### config.mk
export PLATFORM = sky130hd
export DESIGN_NAME = univ_reg_fsm
export DESIGN_NICKNAME = d
export VERILOG_FILES = /design/src/rtl/univ_reg_pkg.sv /design/src/rtl/univ_reg_alu.sv /design/src/rtl/univ_reg_fsm.sv
export SDC_FILE = /design/constraint.sdc
export NUM_CORES = 1
export LEC_CHECK = 0
export CORE_MARGIN = 2
export CORE_UTILIZATION = 52
export CTS_BUF_LIST = sky130_fd_sc_hd__clkbuf_16
export DETAILED_ROUTE_END_ITERATION = 10
export PLACE_DENSITY = 0.9
export RECOVER_POWER = 25
export SETUP_SLACK_MARGIN = 0.1
export SYNTH_ARGS = -nofsm -noshare
export SYNTH_HDL_FRONTEND = slang
export SYNTH_HIERARCHICAL = 1
export SYNTH_SLANG_ARGS = --single-unit
export TNS_END_PERCENT = 30
### constraint.sdc
create_clock -name clk -period 1.9 [get_ports clk]
set_clock_uncertainty 0.1 [all_clocks]
set_input_delay 0.38 -clock clk [delete_from_list [all_inputs] [get_ports clk]]
set_output_delay 0.38 -clock clk [all_outputs]
set_load 0.01 [all_outputs]
### src/rtl/univ_reg_pkg.sv
// Shared constants for the universal command register: mode and FSM state encodings.
package univ_reg_pkg;

    localparam int unsigned MODE_W = 3;
    localparam int unsigned ST_W   = 2;

    localparam logic [MODE_W-1:0] MODE_HOLD  = 3'd0;
    localparam logic [MODE_W-1:0] MODE_LOAD  = 3'd1;
    localparam logic [MODE_W-1:0] MODE_TOG   = 3'd2;
    localparam logic [MODE_W-1:0] MODE_JK    = 3'd3;
    localparam logic [MODE_W-1:0] MODE_SET   = 3'd4;
    localparam logic [MODE_W-1:0] MODE_CLR   = 3'd5;
    localparam logic [MODE_W-1:0] MODE_SHL   = 3'd6;
    localparam logic [MODE_W-1:0] MODE_SHR   = 3'd7;

    localparam logic [ST_W-1:0] ST_IDLE = 2'd0;
    localparam logic [ST_W-1:0] ST_EXEC = 2'd1;
    localparam logic [ST_W-1:0] ST_DONE = 2'd2;

    // Shift modes are the only ones that move a bit out on ser_out.
    function automatic logic is_shift(input logic [MODE_W-1:0] mode);
        return (mode == MODE_SHL) || (mode == MODE_SHR);
    endfunction

endpackage

### src/rtl/univ_reg_alu.sv
// Single-step next-value function of the universal register (purely combinational).
module univ_reg_alu
    import univ_reg_pkg::*;
#(
    parameter int unsigned WIDTH = 8
) (
    input  logic [MODE_W-1:0] mode,
    input  logic [WIDTH-1:0]  q,
    input  logic [WIDTH-1:0]  d,
    input  logic [WIDTH-1:0]  k,
    input  logic              ser_in,
    output logic [WIDTH-1:0]  q_next,
    output logic              shout
);

    // One application of the selected operation; shout is the bit leaving q in shift modes.
    always_comb begin
        q_next = q;
        shout  = 1'b0;
        case (mode)
            MODE_HOLD: q_next = q;
            MODE_LOAD: q_next = d;
            MODE_TOG:  q_next = q ^ d;
            MODE_JK:   q_next = (d & ~q) | (~k & q);
            MODE_SET:  q_next = q | d;
            MODE_CLR:  q_next = q & ~d;
            MODE_SHL: begin
                q_next = {q[WIDTH-2:0], ser_in};
                shout  = q[WIDTH-1];
            end
            MODE_SHR: begin
                q_next = {ser_in, q[WIDTH-1:1]};
                shout  = q[0];
            end
            default: q_next = q;
        endcase
    end

endmodule

### src/rtl/univ_reg_fsm.sv
// Universal command register: valid/ready command intake, repeat counter, edge detectors.
module univ_reg_fsm
    import univ_reg_pkg::*;
#(
    parameter int unsigned     WIDTH     = 8,
    parameter int unsigned     CNT_W     = 4,
    parameter logic [WIDTH-1:0] RESET_VAL = '0
) (
    input  logic              clk,
    input  logic              reset,
    input  logic              cmd_valid,
    output logic              cmd_ready,
    input  logic [MODE_W-1:0] cmd_mode,
    input  logic [WIDTH-1:0]  cmd_d,
    input  logic [WIDTH-1:0]  cmd_k,
    input  logic [CNT_W-1:0]  cmd_cnt,
    input  logic              ser_in,
    output logic [WIDTH-1:0]  q,
    output logic              ser_out,
    output logic              done,
    output logic [WIDTH-1:0]  rise,
    output logic [WIDTH-1:0]  fall
);

    logic [ST_W-1:0]   state;
    logic [ST_W-1:0]   state_nxt;
    logic [MODE_W-1:0] mode_r;
    logic [WIDTH-1:0]  d_r;
    logic [WIDTH-1:0]  k_r;
    logic [CNT_W-1:0]  rem;
    logic [WIDTH-1:0]  q_prev;
    logic [WIDTH-1:0]  alu_q;
    logic              alu_sh;
    logic              accept;
    logic              last;

    assign accept = (state == ST_IDLE) && cmd_valid;
    assign last   = (state == ST_EXEC) && (rem == CNT_W'(1));

    univ_reg_alu #(
        .WIDTH (WIDTH)
    ) u_alu (
        .mode   (mode_r),
        .q      (q),
        .d      (d_r),
        .k      (k_r),
        .ser_in (ser_in),
        .q_next (alu_q),
        .shout  (alu_sh)
    );

    // State register.
    always_ff @(posedge clk) begin
        if (reset) begin
            state <= ST_IDLE;
        end else begin
            state <= state_nxt;
        end
    end

    // Next-state logic: accept in IDLE, run rem applications in EXEC, one DONE cycle.
    always_comb begin
        state_nxt = state;
        case (state)
            ST_IDLE: if (cmd_valid) state_nxt = ST_EXEC;
            ST_EXEC: if (rem == CNT_W'(1)) state_nxt = ST_DONE;
            ST_DONE: state_nxt = ST_IDLE;
            default: state_nxt = ST_IDLE;
        endcase
    end

    // Command latch, repeat counter, register update and registered status outputs.
    always_ff @(posedge clk) begin
        if (reset) begin
            q         <= RESET_VAL;
            ser_out   <= 1'b0;
            done      <= 1'b0;
            rise      <= '0;
            fall      <= '0;
            cmd_ready <= 1'b1;
            mode_r    <= MODE_HOLD;
            d_r       <= '0;
            k_r       <= '0;
            rem       <= '0;
        end else begin
            cmd_ready <= (state_nxt == ST_IDLE);
            done      <= last;
            rise      <= q & ~q_prev;
            fall      <= ~q & q_prev;
            if (accept) begin
                mode_r <= cmd_mode;
                d_r    <= cmd_d;
                k_r    <= cmd_k;
                rem    <= (cmd_cnt == '0) ? CNT_W'(1) : cmd_cnt;
            end
            if (state == ST_EXEC) begin
                q   <= alu_q;
                rem <= rem - CNT_W'(1);
                if (is_shift(mode_r)) begin
                    ser_out <= alu_sh;
                end
            end
        end
    end

    // Previous-cycle copy of q; deliberately not reset so a reset-induced change still pulses.
    always_ff @(posedge clk) begin
        q_prev <= q;
    end

endmodule
======== Yosys cells after proc, flatten, opt, wreduce, memory -nomap -nowiden ========
Index checks and enable logic that the tools add are counted.
word-level totals
  bits in registers ....................... 60
  input bits .............................. 27
  output and inout bits ................... 27
  word-level logic and storage cells ...... 53
cells by class
  add/sub/neg operators ................... 1
  equality and inequality tests ........... 9
  multiplexer cells ....................... 8
  bitwise logic cells ..................... 13
  reduce and logical (&&, ||, !) cells .... 10
operator list
  kind                                                                 count
  8-bit case mux with 7 select lines                                   1
  8-bit bitwise AND                                                    5
  8-bit NOT                                                            4
  8-bit bitwise OR                                                     2
  3-bit == test (second input constant)                                4
  4-bit two-way mux                                                    3
  8-bit XOR                                                            1
  3-bit by 2-bit == test with 1-bit output (second input constant)     2
  4-bit by 1-bit == test with 1-bit output (second input constant)     1
  2-bit logical NOT                                                    2
  4-bit logical NOT                                                    1
  2-bit two-way mux                                                    2
  2-bit case mux with 2 select lines                                   1
  2-bit AND reduction                                                  2
  4-bit by 1-bit subtractor with 4-bit output (second input constant)  1
  3-bit by 1-bit == test with 1-bit output (second input constant)     1
  3-bit logical NOT                                                    1
  2-bit by 1-bit == test with 1-bit output (second input constant)     1
  1-bit logical AND                                                    2
  1-bit case mux with 2 select lines                                   1
  2-bit nonzero test                                                   1
  1-bit logical OR                                                     1
  1-bit NOT                                                            1

======== Longest topological paths before layout ========
  word-level depth ........................ 4
  mapped depth ............................ 8
  mapped depth without buffers ............ 8

======== Hierarchy ========
The synthesis kept the hierarchy.
by module, submodules not included
  module        instances  cells an instance  area each (um^2)  sequential area each (um^2)
  univ_reg_fsm  1          207                1951.9            1201.2
  univ_reg_alu  1          135                880.8             0.0

======== Worst setup path before layout ========
OpenSTA, ideal clock, no wires.
  path type ............................... register to register
  from .................................... register q[3]
  to ...................................... register q[3]
  library setup time ...................... 0.132 ns
  arrival time ............................ 1.441 ns
  data required time ...................... 1.668 ns
  setup slack ............................. 0.227 ns
  cell stages (with the launch flop) ...... 9
  buffers on the path ..................... 0
  period minus slack after synthesis ...... 1.673 ns
  cell sequence ........................... dfxtp_1 > inv_1 > ha_1 > nor2b_1 > o22ai_1 > a222oi_1 > a21oi_1 > nand2_1 > a21oi_1
between the ends
  longest elaborated chain between the ends .. 4
  elaborated cells on any way between the ends .. 8
  classes of those cells .................. 1 x mux; 7 x bitwise
RTL lines
  element                               line                text
  start: declaration                    univ_reg_fsm.sv:18  output logic [WIDTH-1:0] q,
  start signal: assignment              univ_reg_fsm.sv:97  q <= alu_q;
  8-bit NOT                             univ_reg_alu.sv:24  MODE_JK: q_next = (d & ~q) | (~k & q);
  8-bit bitwise AND                     univ_reg_alu.sv:24
  8-bit bitwise OR                      univ_reg_alu.sv:24
  8-bit case mux with 7 select lines *  univ_reg_alu.sv:20  case (mode)
  net alu_q[3]                          univ_reg_fsm.sv:32  logic [WIDTH-1:0] alu_q;
Mark *: on every way through the listed nets, which the timed path passes. The rest lies on a longest branch.
A chain may end at the register's enable or synchronous reset.

======== Final worst setup path ========
  from .................................... register q[5]
  to ...................................... output port q[5]
No word-level cell between the ends.

==> results_dict.tcl <==
set metrics [dict create \
    crit_path_max_fanout 6 \
    antenna-diode-count 0 \
    post-route-period-util_pct 92.8 \
    most-common-layout-cells "70 x nand2_1, 56 x dfxtp_1, 48 x clkdlybuf4s50_1, 47 x a21oi_1" \
    transition_time_of_the_tightest_slew_check_pin_ns 0.466 \
    finalSetupTns_ns 0 \
    drt-vias-per-instance 5.55 \
    crit_buf_inv 1 \
    hold_violations 0 \
    grt_use_total_pct 24.9 \
    layout.cells.most_common "nand2_1" \
    yosys_warnings 6 \
    drc_errors 0 \
    clock_tree_from_tritoncts "done" \
    post_drt_wl_per_cell_um 14.3 \
    crit_required_ns 1.42 \
    route.final.wire_length_mm 6.97 \
    cts_hold_buf 0 \
    detailedRoute.firstIterationViolations 192 \
    critPathSlowestCell "clkdlybuf4s50_1" \
    clock_insertion_delay_worst_skew_ns 0.33 \
    cts_setup_buffers 0 \
    clock-root-buffer "clkbuf_16" \
    yosysUniqueCellTypes 37 \
    synth.yosys.seq_area_share_pct 42.4 \
    powerDensity_mw_per_mm2 950 \
    cp_slowest_stage_delay_ns 0.56 \
    grt_pass1_wl_mm 12.0 \
    worst_setup_path_end_kind "output pin" \
    die_area_mm2 0.00605 \
    tritoncts.num_buffers 9 \
    finalMaxSlewViolations 0 \
    critical_path.cell_chain "clkdlybuf4s50_1" \
    report.final.setup_viol 0 \
    grt_antenna_before_repair 0 \
    start_util_pct 54.8 \
    max_cap_violations 0 \
    power.leakage_nw 1.57 \
    worst-endpoint-arrival_ns 1.28 \
    hp-class "flip-flop to flip-flop" \
    synthesized_area_per_cell_um2 8.28 \
    cts.htree.levels 3 \
    antenna_left 0 \
    fp.coreArea_mm2 0.00517 \
    run_status "completed" \
    synth-seq-cells 60 \
    finalNetCount 456 \
    critPathKind "flip-flop to output pin" \
    dr.pass1.iters 6 \
    ctsLongestPathBuffers 2 \
    boundaryPins 54 \
    grt_pass1_vias 2601 \
    syn-instance-count 342 \
    synth_area_mm2 0.00283 \
    synth_fp_nets 387 \
    global_route.overflow_total 0 \
    globalplace.congestion 0.893 \
    die_height_um 77.8 \
    largest_net_degree_at_the_start_of_global_routing 29 \
    min_period_ns 1.76 \
    drive_above_1_share_pct 10.8 \
    floorplan.die.width_um 77.8 \
    vias 2697 \
    setup.worst_path.start_class "flip-flop" \
    grt_setup_unrepaired "no" \
    clk_pin_slew_worst_paths_ns 0.05 \
    timing.fmax_ghz 0.567 \
    critical_path.top_delay_family "buffers and inverters" \
    clock-sinks 60 \
    placementRows 26 \
    slew_headroom_pct 69.0 \
    flow.area_growth_from_synthesis_pct 36.8 \
    half_perimeter_wire_length_after_detailed_placement_mm 4.70 \
    irDropWorstVdd_uv 524 \
    design_power_total_w 0.00368 \
    io_buffers 53 \
]
power breakdown:
group	switching [W]	leakage (nW)	internal (W)	total (W)
clock network	0.000554	0.155	0.00113	0.00168
logic	0.000291	0.919	0.000290	0.000582
registers	0.0000757	0.491	0.00134	0.00142
cells in the mapped netlist:
cell type	n	area (um^2)
dfxtp_1	60	1200
a31oi_1	2	12.5
clkbuf_1	6	22.5
o22ai_1	11	68.8
buf_6	2	22.5
nor3b_1	17	128
nand2_1	70	263
o211ai_1	1	7.51
nand3b_1	1	7.51
buf_2	8	40.0
a2bb2oi_1	1	8.76
a21oi_1	47	235
inv_1	20	75.1
nor3b_2	1	12.5
ha_1	18	225
buf_4	2	15.0
nor3_1	3	15.0
mux2_2	1	11.3
a22oi_1	3	22.5
mux2i_1	8	80.1
o21ai_1	2	10.0
inv_2	1	3.75
mux2_1	1	11.3
nand4_1	1	6.26
o221ai_1	3	26.3
nand2b_2	1	8.76
a22o_1	5	43.8
nor2_1	22	82.6
or3_1	2	12.5
a222oi_1	2	20.0
nand2b_1	2	12.5
or3b_1	2	17.5
nor2b_1	10	62.6
o221a_1	1	11.3
nand3_1	2	10.0
and2b_1	1	7.51
nor2_2	2	12.5
cells by family (layout without fill, tap and decap cells):
kind of cell | Yosys count | after routing | synth area share (%)
compound gates | 78 | 78 | 16.5
fa+ha+maj | 18 | 18 | 7.95
buf+inv | 39 | 113 | 6.32
flops | 60 | 60 | 42.4
mux | 10 | 10 | 3.62
simple gates | 137 | 137 | 23.2
flip-flops by register name, summed over array words and instances (netlist names):
register and flops:
cmd_ready 1, ser_out 1, state 2, fall 8
k_r 8, mode_r 3, d_r 8, q_prev 8
done 1, rise 8, q 8, rem 4
per-layer routing:
layer	global-route usage (%)	wire length, um
met1	29.9	2930
met2	40.7	3400
met3	7.56	455
met4	11.6	178
met5	0	0
final timing paths:
kind         startpoint   endpoint  slack (ns)  depth (start not counted)
max                q[5]       q[5]        0.14                          1
min                q[0]  q_prev[0]        0.31                          0
max reg2reg        q[1]       q[1]        0.16                          8
min reg2reg        q[0]  q_prev[0]        0.31                          0
metrics by stage:
stage	utilization, %	std cells	area (um^2)	hold WS (ns)	worst slack [ns]
2_1_floorplan	-	342	2830	0.289	0.227
3_3_place_gp	68.8	470	3560	0.291	0.0466
3_5_place_dp	68.8	470	3560	0.298	0.0266
4_1_cts	74.9	486	3870	0.308	0.0356
5_1_grt	74.9	486	3880	0.317	0.0537
6_report	74.9	486	3880	0.307	0.137
layout make-up:
cell class	instances	area [um^2]
multi-input cells	243	1450
clock buffers	9	225
clock inverters	7	83.8
inverters	21	78.8
well taps	70	87.6
repair buffers	76	742
flip-flops and latches	60	1210
fillers	345	1300
repair_timing:
action / in CTS / in global routing
endpoints found under the hold margin: 0 / 0
resized for setup: 2 / 9
setup endpoints to repair: 7 / 8
Note: power is estimated with default switching activity, not from simulation.
